--- src/rtl/id_ex_stage.sv ---
// ============================================================================
// Module   : id_ex_stage
// Purpose  : Decode-to-execute pipeline register. It captures the decoded
//            instruction fields, selects the ALU operand sources, applies
//            EX/MEM and MEM/WB forwarding and stalls on load-use hazards.
//            Both sides use a valid/ready handshake.
// Options  : ID_EX_STALL_CNT_EN enables the 32-bit stall_cycles counter.
// Revision : 1.0 - initial release
// ============================================================================
`default_nettype none

module id_ex_stage #(
    parameter int XLEN       = 32,
    parameter int REG_ADDR_W = 5
) (
    input  logic                  clk,
    input  logic                  rst,
    input  logic                  flush,
    input  logic                  id_valid,
    output logic                  id_ready,
    input  logic [XLEN-1:0]       id_pc,
    input  logic [REG_ADDR_W-1:0] id_rs1_addr,
    input  logic [REG_ADDR_W-1:0] id_rs2_addr,
    input  logic [XLEN-1:0]       id_rs1_data,
    input  logic [XLEN-1:0]       id_rs2_data,
    input  logic [XLEN-1:0]       id_imm,
    input  logic [3:0]            id_alu_op,
    input  logic                  id_src_a_pc,
    input  logic                  id_src_b_imm,
    input  logic [REG_ADDR_W-1:0] id_rd_addr,
    input  logic                  id_reg_write,
    input  logic                  exm_reg_write,
    input  logic                  exm_is_load,
    input  logic [REG_ADDR_W-1:0] exm_rd_addr,
    input  logic [XLEN-1:0]       exm_result,
    input  logic                  wb_reg_write,
    input  logic [REG_ADDR_W-1:0] wb_rd_addr,
    input  logic [XLEN-1:0]       wb_result,
    output logic                  ex_valid,
    input  logic                  ex_ready,
    output logic [3:0]            ex_alu_op,
    output logic [XLEN-1:0]       ex_operand_a,
    output logic [XLEN-1:0]       ex_operand_b,
    output logic [XLEN-1:0]       ex_pc,
    output logic [REG_ADDR_W-1:0] ex_rd_addr,
    output logic                  ex_reg_write,
    output logic [31:0]           stall_cycles
);

    localparam logic [REG_ADDR_W-1:0] C_X0 = '0;

    logic                  r_valid;
    logic [3:0]            r_alu_op;
    logic [XLEN-1:0]       r_pc;
    logic [REG_ADDR_W-1:0] r_rs1_addr;
    logic [REG_ADDR_W-1:0] r_rs2_addr;
    logic [XLEN-1:0]       r_rs1_data;
    logic [XLEN-1:0]       r_rs2_data;
    logic [XLEN-1:0]       r_imm;
    logic [REG_ADDR_W-1:0] r_rd_addr;
    logic                  r_reg_write;
    logic                  r_src_a_pc;
    logic                  r_src_b_imm;

    logic                  w_hazard;
    logic                  w_ex_valid;
    logic                  w_issue;
    logic                  w_accept;
    logic                  w_refresh_rs1;
    logic                  w_refresh_rs2;
    logic [XLEN-1:0]       w_fwd_rs1;
    logic [XLEN-1:0]       w_fwd_rs2;

    // A load in EX/MEM has no data yet, so a dependent held instruction waits.
    assign w_hazard = r_valid && exm_reg_write && exm_is_load && (exm_rd_addr != C_X0) &&
                      ((exm_rd_addr == r_rs1_addr) || (exm_rd_addr == r_rs2_addr));

    assign w_ex_valid = r_valid && !w_hazard;
    assign w_issue    = w_ex_valid && ex_ready;
    assign id_ready   = !r_valid || w_issue;
    assign w_accept   = id_valid && id_ready && !flush;

    // Keep the held operand current once its producer has retired from WB.
    assign w_refresh_rs1 = r_valid && !w_issue && wb_reg_write && (wb_rd_addr != C_X0) &&
                           (wb_rd_addr == r_rs1_addr);
    assign w_refresh_rs2 = r_valid && !w_issue && wb_reg_write && (wb_rd_addr != C_X0) &&
                           (wb_rd_addr == r_rs2_addr);

    always_comb begin
        w_fwd_rs1 = r_rs1_data;
        if (exm_reg_write && !exm_is_load && (exm_rd_addr == r_rs1_addr) && (r_rs1_addr != C_X0))
            w_fwd_rs1 = exm_result;
        else if (wb_reg_write && (wb_rd_addr == r_rs1_addr) && (r_rs1_addr != C_X0))
            w_fwd_rs1 = wb_result;
    end

    always_comb begin
        w_fwd_rs2 = r_rs2_data;
        if (exm_reg_write && !exm_is_load && (exm_rd_addr == r_rs2_addr) && (r_rs2_addr != C_X0))
            w_fwd_rs2 = exm_result;
        else if (wb_reg_write && (wb_rd_addr == r_rs2_addr) && (r_rs2_addr != C_X0))
            w_fwd_rs2 = wb_result;
    end

    always_ff @(posedge clk or posedge rst) begin
        if (rst)
            r_valid <= 1'b0;
        else if (flush)
            r_valid <= 1'b0;
        else if (w_accept)
            r_valid <= 1'b1;
        else if (w_issue)
            r_valid <= 1'b0;
    end

    always_ff @(posedge clk or posedge rst) begin
        if (rst) begin
            r_alu_op    <= '0;
            r_pc        <= '0;
            r_rs1_addr  <= '0;
            r_rs2_addr  <= '0;
            r_rs1_data  <= '0;
            r_rs2_data  <= '0;
            r_imm       <= '0;
            r_rd_addr   <= '0;
            r_reg_write <= 1'b0;
            r_src_a_pc  <= 1'b0;
            r_src_b_imm <= 1'b0;
        end else if (w_accept) begin
            r_alu_op    <= id_alu_op;
            r_pc        <= id_pc;
            r_rs1_addr  <= id_rs1_addr;
            r_rs2_addr  <= id_rs2_addr;
            r_rs1_data  <= id_rs1_data;
            r_rs2_data  <= id_rs2_data;
            r_imm       <= id_imm;
            r_rd_addr   <= id_rd_addr;
            r_reg_write <= id_reg_write;
            r_src_a_pc  <= id_src_a_pc;
            r_src_b_imm <= id_src_b_imm;
        end else begin
            if (w_refresh_rs1)
                r_rs1_data <= wb_result;
            if (w_refresh_rs2)
                r_rs2_data <= wb_result;
        end
    end

`ifdef ID_EX_STALL_CNT_EN
    logic [31:0] r_stall_cycles;

    always_ff @(posedge clk or posedge rst) begin
        if (rst)
            r_stall_cycles <= '0;
        else if (r_valid && !w_issue && !flush)
            r_stall_cycles <= r_stall_cycles + 32'd1;
    end

    assign stall_cycles = r_stall_cycles;
`else
    assign stall_cycles = '0;
`endif

    assign ex_valid     = w_ex_valid;
    assign ex_alu_op    = r_alu_op;
    assign ex_pc        = r_pc;
    assign ex_rd_addr   = r_rd_addr;
    assign ex_reg_write = r_reg_write && w_ex_valid;
    assign ex_operand_a = r_src_a_pc  ? r_pc  : w_fwd_rs1;
    assign ex_operand_b = r_src_b_imm ? r_imm : w_fwd_rs2;

endmodule

`default_nettype wire

--- config.mk ---
export PLATFORM = sky130hd
export DESIGN_NAME = id_ex_stage
export DESIGN_NICKNAME = d
export VERILOG_FILES = /design/src/rtl/id_ex_stage.sv
export SDC_FILE = /design/constraint.sdc
export NUM_CORES = 1
export LEC_CHECK = 0
export CAP_MARGIN = 20
export CORE_UTILIZATION = 40
export DETAILED_ROUTE_END_ITERATION = 6
export PLACE_DENSITY = 0.78
export SLEW_MARGIN = 0
export SYNTH_ARGS = -nofsm -noshare
export SYNTH_HDL_FRONTEND = slang
export SYNTH_SLANG_ARGS = --single-unit
--- constraint.sdc ---
create_clock -name clk -period 4.9 [get_ports clk]
set_clock_uncertainty 0.15 [all_clocks]
set_input_delay 0.49 -clock clk [delete_from_list [all_inputs] [get_ports clk]]
set_output_delay 0.49 -clock clk [all_outputs]
set_load 0.03 [all_outputs]
# ---- Yosys cells after proc, flatten, opt, wreduce, memory -nomap -nowiden
# Index checks and enable logic that the tools add are counted.
dict set report totals {
  reg_bits 151
  latch_bits 0
  mem_bits_rw 0
  romBits 0
  input_bits 232
  word_cells 66
  mem_count 0
}
dict set report op_classes {
  add_sub_neg 0
  mul 0
  n_div 0
  magnitude_cmp 0
  n_eq_ne 4
  shift 0
  mux 13
  bitwise_logic 0
  n_reduce_logical 37
}
# cell n
set op_table {}
lappend op_table {{32-bit 2-to-1 mux} 10}
lappend op_table {{1-bit logical AND} 23}
lappend op_table {{5-bit equality test} 4}
lappend op_table {{5-bit nonzero test} 4}
lappend op_table {{1-bit zero test} 5}
lappend op_table {{2-bit nonzero test} 2}
lappend op_table {{1-bit 2-to-1 mux} 3}
lappend op_table {{3-bit nonzero test} 1}
lappend op_table {{1-bit logical OR} 2}

# ---- Longest topological paths before layout
# Gate-level depths: netlist (run 1).
dict set report depth {
  ltp_word 14
  ltp_mapped 9
  depth_no_buf 6
}

# ---- Worst setup path before layout (run 1)
# No wires, ideal clock.
dict set report synth_path {
  path_type {in2out}
  startpoint {input port exm_rd_addr[2]}
  endpoint {output port ex_operand_b[10]}
  arrival_ns 2.229
  required_ns 4.260
  setup_slack_ns 2.031
  path_stages 7
  n_path_buf 1
  path_cell_list {xor2_1 -> nor3_1 -> nand3_1 -> nor3_2 -> buf_2 -> mux2i_1 -> o21ai_1}
}
dict set report synth_via {
  elab_chain_len 5
}
# item line_no
set synth_lines {}
lappend synth_lines {{from (decl)} 34} ;# input logic [REG_ADDR_W-1:0] exm_rd_addr,
lappend synth_lines {{5-bit equality test} 99} ;# if (exm_reg_write && !exm_is_load && (exm_rd_addr == r_rs2_addr) && (r_rs2_addr != C_X0))
lappend synth_lines {{1-bit logical AND (2 in series)} 99}
lappend synth_lines {{32-bit 2-to-1 mux} 99}
lappend synth_lines {{32-bit 2-to-1 mux} 170} ;# assign ex_operand_b = r_src_b_imm ? r_imm : w_fwd_rs2;
lappend synth_lines {{to (decl)} 43} ;# output logic [XLEN-1:0] ex_operand_b,
# Every way passes these cells.

# ---- Worst setup path after layout (run 1)
dict set report layout_path {
  startpoint {input port exm_rd_addr[0]}
  endpoint {output port ex_operand_b[30]}
}
# The elaborated chain is that of the path after synthesis.

==> flow_summary.toml, run 1 <==
[run_status]
status = "completed"

[clocking]
cts_root_buf = "clkbuf_16"
clkTransAtPathRegs_ns = 0.07
cts.sinks = 151
hold_buffers = 0
cts_buffer_depth = 2
htree_num_levels = 4
cts_setup_buffers = 0
worstSkewPairLatency_ns = 0.42
cts_made_buffers = 17
cts_tree = "done"
cts.repair.resized = 0

[global_route]
grt_pass1_wl_mm = 50.9
globalRouteOverflowTotal = 0
grt_use_total_pct = 27.7
grt_max_degree = 95
antenna_found_initial = 1
grt_pass1_vias = 8884

[sta]
tightestPinTransition_ns = 0.944
setup_viol_count_final = 0
slew_viol_final = 0
fin_tns_setup_ns = 0
slew_headroom_pct = 37.1
min_period_over_period_pct = 86.6
min_period_ns = 4.24
hold_viol = 0
timing.fmax_mhz = 236
rsz0062_at_grt = "no"

[placement]
globalplace.congestion = 0.852
dp_hpwl_mm = 23.6
dp_cells = 1517
numPortBuffers = 339

[power]
ir_drop_uv = 228
power.leakage_nw = 5.21
p_total_w = 0.00489
powerDensity_nw_per_um2 = 360

[floorplan]
die_w_um = 155
rows = 55
die_h_um = 155
start_util_pct = 41.2
core_area_sq_um = 22800
io_pins = 372
dieArea_sq_um = 24200

[route]
firstDrtPassIters = 5
wl_per_cell_um = 21.4
drt_iter0_markers = 510
drcViolationCount = 0
vias = 8640
routed_wl_mm = 33.2
ant_nets = 0
vias_per_cell = 5.57

[yosys]
syn_area_sq_um = 9420
postSynthCellCount = 923
ys_ff_latch = 151
synth.yosys.warnings = 0
synth.avg_cell_area_sq_um = 10.2
synth.distinct_cells = 37
ys_seq_area_share_pct = 40.1

[final_layout]
final_cells = 1550
final_util_pct = 59.5
drive_gt1_share_pct = 18.0
diodes = 0
nets = 1456
areaGrowthSynthToFinish_pct = 44.4

[worst_setup_path]
endpoint_kind = "output pin"
critPathKind = "in2out"
crit_slowest_cell = "clkdlybuf4s50_1"
worstPathMaxFanout = 16
start_kind = "input pin"
crit_top_cell = "clkdlybuf4s50_1"
critPathRequiredTime_ns = 4.26
path_cells = "clkdlybuf4s50_1, xor2_1, nor3_1, nand3_1, nor3_4, buf_4, mux2i_1, o21ai_1, clkdlybuf4s50_1"
slowest_delay_ns = 0.62
cp.arrival_ns = 3.60

[hold_path]
min_path_type = "reg2reg"

[run]
drv_cap = 0
path summary, 6_finish.rpt:
check	startpoint	end	slack (ns)	cells past startpoint
min in group asynchronous	rst	ex_pc[27]	0.46	2
setup reg to reg	r_rs2_addr[2]	ex_rd_addr[3]	1.82	7
hold / removal	ex_rd_addr[3]	ex_rd_addr[3]	0.34	1
max in group asynchronous	rst	r_src_b_imm	3.16	3
setup / recovery	exm_rd_addr[0]	ex_operand_b[30]	0.66	9
hold reg to reg	ex_rd_addr[3]	ex_rd_addr[3]	0.34	1
critical path, delay by kind of cell:
| kind | cells | cell delay [ns] |
|---|---|---|
| multiplexers | 1 | 0.45 |
| buffers and inverters | 3 | 1.46 |
| AND/OR/NAND/NOR | 3 | 0.86 |
| AO/OA/AOI/OAI | 1 | 0.13 |
| XOR/XNOR | 1 | 0.20 |
cells by family (layout without fill, tap and decap cells):
logic type      after synthesis  in the layout  synth area share [%]
other cells                   1             32                0.0398
flops                       151            151                  40.1
buf+inv                     115            398                  6.86
compound gates              202            202                  12.0
mux                         214            214                  25.9
simple gates                220            220                  13.2
xor+xnor                     20             20                  1.86
synth_stat cells:
library cell  number  area (sq um)
inv_1              3          11.3
a211oi_1           2          15.0
a211o_1            1          8.76
conb_1             1          3.75
a21oi_1            1          5.00
mux2_2           115          1290
buf_2             15          75.1
clkbuf_1          55           206
nor2b_1            1          6.26
nor3_2             4          40.0
mux2i_1           64           641
o211ai_2           1          12.5
a21oi_2            1          8.76
nand2_1           66           248
mux2_4            30           450
or2_1              1          6.26
o21ai_1           62           310
a31oi_1           64           400
xor2_1             6          52.6
nand2b_1           1          6.26
xnor2_1           14           123
a211o_2            2          20.0
nor4b_2            2          30.0
or4_1              4          30.0
dfrtp_1          151          3780
nor3_1            66           330
buf_6             10           113
o2111ai_2          1          15.0
nor2_1             2          7.51
buf_4             32           240
or2_2              3          18.8
mux2_1             5          56.3
nor2_4             1          11.3
and2_1             1          6.26
nand3b_1          64           480
o21ai_0           67           335
nand3_1            4          20.0
per-layer routing:
metal  track usage (%)  part of all wire [%]  up-vias
met5                 0                 0.039        -
met4              11.4                   3.2        2
met3              5.29                   6.6       51
met2              48.9                    50      405
met1              32.8                    40     4277
li1                  -                     -     3905
power by group:
| group | total [W] | switching, W | internal, W |
|---|---|---|---|
| combinational | 0.00188 | 0.000974 | 0.000902 |
| sequential | 0.00163 | 0.000169 | 0.00146 |
| clock | 0.00139 | 0.000587 | 0.000800 |
| total | 0.00489 | 0.00173 | 0.00316 |
cells in the final DEF (no fill, tap or decap), types with 4 or more instances in the layout:
| cell | count |
|---|---|
| or4_1 | 4 |
| o21ai_1 | 62 |
| o21ai_0 | 67 |
| dfrtp_1 | 149 |
| mux2i_1 | 64 |
| nand3b_1 | 64 |
| nor3_1 | 66 |
| xor2_1 | 6 |
| mux2_1 | 5 |
| conb_1 | 32 |
| clkbuf_16 | 17 |
| nand2_1 | 66 |
| mux2_2 | 115 |
| a31oi_1 | 64 |
| clkinvlp_4 | 4 |
| nor3_4 | 4 |
| xnor2_1 | 14 |
| clkdlybuf4s50_1 | 339 |
| buf_4 | 21 |
| mux2_4 | 30 |
| nand3_1 | 4 |
layout make-up:
type	count	area, sq um
Multi-Input combinational cell	688	5190
Clock inverter	12	141
Tap cell	313	392
Inverter	3	16.3
Fill cell	1968	9250
Timing Repair Buffer	363	3610
Clock buffer	20	467
Sequential cell	151	3780
metrics by stage:
stage / setup WS, ns / cell area, sq um / hold slack, ns
floorplan: 0.195 / 9530 / 0.322
global placement: 0.728 / 13000 / 0.325
detailed placement: 0.692 / 13000 / 0.331
CTS: 0.674 / 13600 / 0.344
global route: 0.563 / 13600 / 0.371
finish: 0.657 / 13600 / 0.340
sequential cells by signal, indices dropped and copies added (netlist names):
name and flops:
ex_alu_op 4, ex_pc 32, ex_rd_addr 5, r_imm 32, r_reg_write 1, r_rs1_addr 5, r_rs1_data 32, r_rs2_addr 5
r_rs2_data 32, r_src_a_pc 1, r_src_b_imm 1, r_valid 1
No activity file was read; power rests on OpenSTA's default activity.
==> run 2: changes to the inputs <==
--- a/config.mk
+++ b/config.mk
@@ -5,11 +5,10 @@
 export SDC_FILE = /design/constraint.sdc
 export NUM_CORES = 1
 export LEC_CHECK = 0
-export CAP_MARGIN = 20
 export CORE_UTILIZATION = 40
 export DETAILED_ROUTE_END_ITERATION = 6
 export PLACE_DENSITY = 0.78
-export SLEW_MARGIN = 0
+export SLEW_MARGIN = 20
 export SYNTH_ARGS = -nofsm -noshare
 export SYNTH_HDL_FRONTEND = slang
 export SYNTH_SLANG_ARGS = --single-unit
==> run 2 against run 1 <==
Effect of this change: power down 0.29%; critical path type unchanged; non-clock buffer count down 1; register-to-register slack about the same; largest cell class unchanged; clock power about the same; critical endpoint unchanged.
==> flow_summary.toml, run 2 (synthesis results as in run 1) <==
[clocking]
cts_root_buf = "clkbuf_16"
hold_buffers = 0
htree_num_levels = 4
cts_buffer_depth = 2
cts_made_buffers = 17
cts.sinks = 151
cts_setup_buffers = 0
cts.repair.resized = 0
clkTransAtPathRegs_ns = 0.07
cts_tree = "done"
worstSkewPairLatency_ns = 0.42

[sta]
hold_viol = 0
rsz0062_at_grt = "no"
fin_tns_setup_ns = 0
setup_viol_count_final = 0
slew_viol_final = 0
min_period_ns = 4.23
slew_headroom_pct = 38.0
tightestPinTransition_ns = 0.930
min_period_over_period_pct = 86.2
timing.fmax_mhz = 237

[final_layout]
drive_gt1_share_pct = 18.0
nets = 1455
diodes = 0
layout_commonest_cell = "clkdlybuf4s50_1"
multiInputGateArea_sq_um = 5190
regArea_sq_um = 3780
areaGrowthSynthToFinish_pct = 44.2
fillerInstances = 1970
mostFrequentLayoutCells = "339 x clkdlybuf4s50_1, 149 x dfrtp_1, 115 x mux2_2"

[global_route]
grt_pass1_vias = 8884
grt_max_degree = 95
grt_pass1_wl_mm = 50.9
globalRouteOverflowTotal = 0
grt_use_total_pct = 27.7
antenna_found_initial = 1

[route]
routed_wl_mm = 33.0
drt_iter0_markers = 457
ant_nets = 0
drcViolationCount = 0
vias = 8622
vias_per_cell = 5.57
wl_per_cell_um = 21.3
firstDrtPassIters = 5

[hold_path]
holdPathEnd = "ex_rd_addr[3]"
min_path_type = "reg2reg"
min_from = "ex_rd_addr[3]"
min_path_cells = 1

[worst_setup_path]
worstPathMaxFanout = 16
cp.buffers_inverters = 3
endpoint_kind = "output pin"
cp.arrival_ns = 3.59
start_kind = "input pin"
critPathRequiredTime_ns = 4.26
rr_startpoint = "r_rs2_addr[2]"
path_cells = "clkdlybuf4s50_1, xor2_1, nor3_1, nand3_1, nor3_4, buf_4, mux2i_1, o21ai_1, clkdlybuf4s50_1"
crit_slowest_cell = "clkdlybuf4s50_1"
slowest_delay_ns = 0.62
critPathTopFamily = "buffers and inverters"
reg2reg_slack_ns = 1.82
crit_top_cell = "clkdlybuf4s50_1"
critPathKind = "in2out"
rr_worst_depth = 7
r2r-end = "ex_rd_addr[3]"
cp.depth = 9

[floorplan]
start_util_pct = 41.2
io_pins = 372
die_h_um = 155
dieArea_sq_um = 24200
core_area_sq_um = 22800
rows = 55
die_w_um = 155

[run_status]
status = "completed"

[power]
powerDensity_nw_per_um2 = 359
power.leakage_nw = 5.20
ir_drop_uv = 221
p_total_w = 0.00488

[placement]
dp_hpwl_mm = 23.6
globalplace.congestion = 0.852
numPortBuffers = 339

[run]
drv_cap = 0
-- run 2: cell count changes in the layout (fill, tap and decap cells not counted), sizes merged --
cell / before / now
buf: 24 / 23
-- run 2: worst reg2reg max path: cells and delay by family (launching register included) --
| family | cells | cell delay, ns |
|---|---|---|
| xor gates and xnor gates | 1 | 0.16 |
| buffers and inverters | 1 | 0.45 |
| and+or+nand+nor | 3 | 1.06 |
| muxes | 1 | 0.36 |
| AOI/OAI and AO/OA | 1 | 0.36 |
| DFF | 1 | 0.44 |
-- run 2: final cells by class --
class,count,share of cell area [%]
Sequential cell,151,27.9
Multi-Input combinational cell,688,38.2
Tap cell,313,2.88
Clock inverter,12,1.04
Clock buffer,20,3.44
Inverter,3,0.120
Timing Repair Buffer,362,26.4
-- run 2: metal layers --
metal,share of wire [%],vias up,track usage [%]
met5,0.039,-,0
met4,3.4,2,11.4
met2,50,394,48.9
li1,-,3899,-
met3,6.9,53,5.29
met1,40,4274,32.8
-- run 2: metrics by stage --
stage	instance area, sq um	hold slack, ns	instances	setup WS [ns]	utilization, %
2_1_floorplan	9530	0.322	954	0.195	-
3_3_place_gp	13000	0.325	1517	0.728	56.8
3_5_place_dp	13000	0.331	1517	0.692	56.8
4_1_cts	13600	0.344	1549	0.674	59.4
5_1_grt	13600	0.371	1549	0.563	59.4
6_report	13600	0.340	1549	0.674	59.4
-- run 2: worst max path at each step --
stage	startpoint	to	slack [ns]
2_1_floorplan	rst	ex_alu_op[0]	0.20
3_3_place_gp	exm_rd_addr[0]	ex_operand_b[30]	0.73
3_5_place_dp	exm_rd_addr[0]	ex_operand_b[10]	0.69
4_1_cts	r_rs2_addr[1]	ex_operand_b[30]	0.67
5_1_grt	exm_rd_addr[0]	ex_operand_b[10]	0.56
6_report	exm_rd_addr[0]	ex_operand_b[30]	0.67
-- run 2: power breakdown --
| part | internal (W) | leakage [nW] | switching [W] |
|---|---|---|---|
| logic | 0.000896 | 3.18 | 0.000948 |
| clock network | 0.000800 | 0.287 | 0.000582 |
| registers | 0.00146 | 1.73 | 0.000192 |
| total | 0.00315 | 5.20 | 0.00172 |
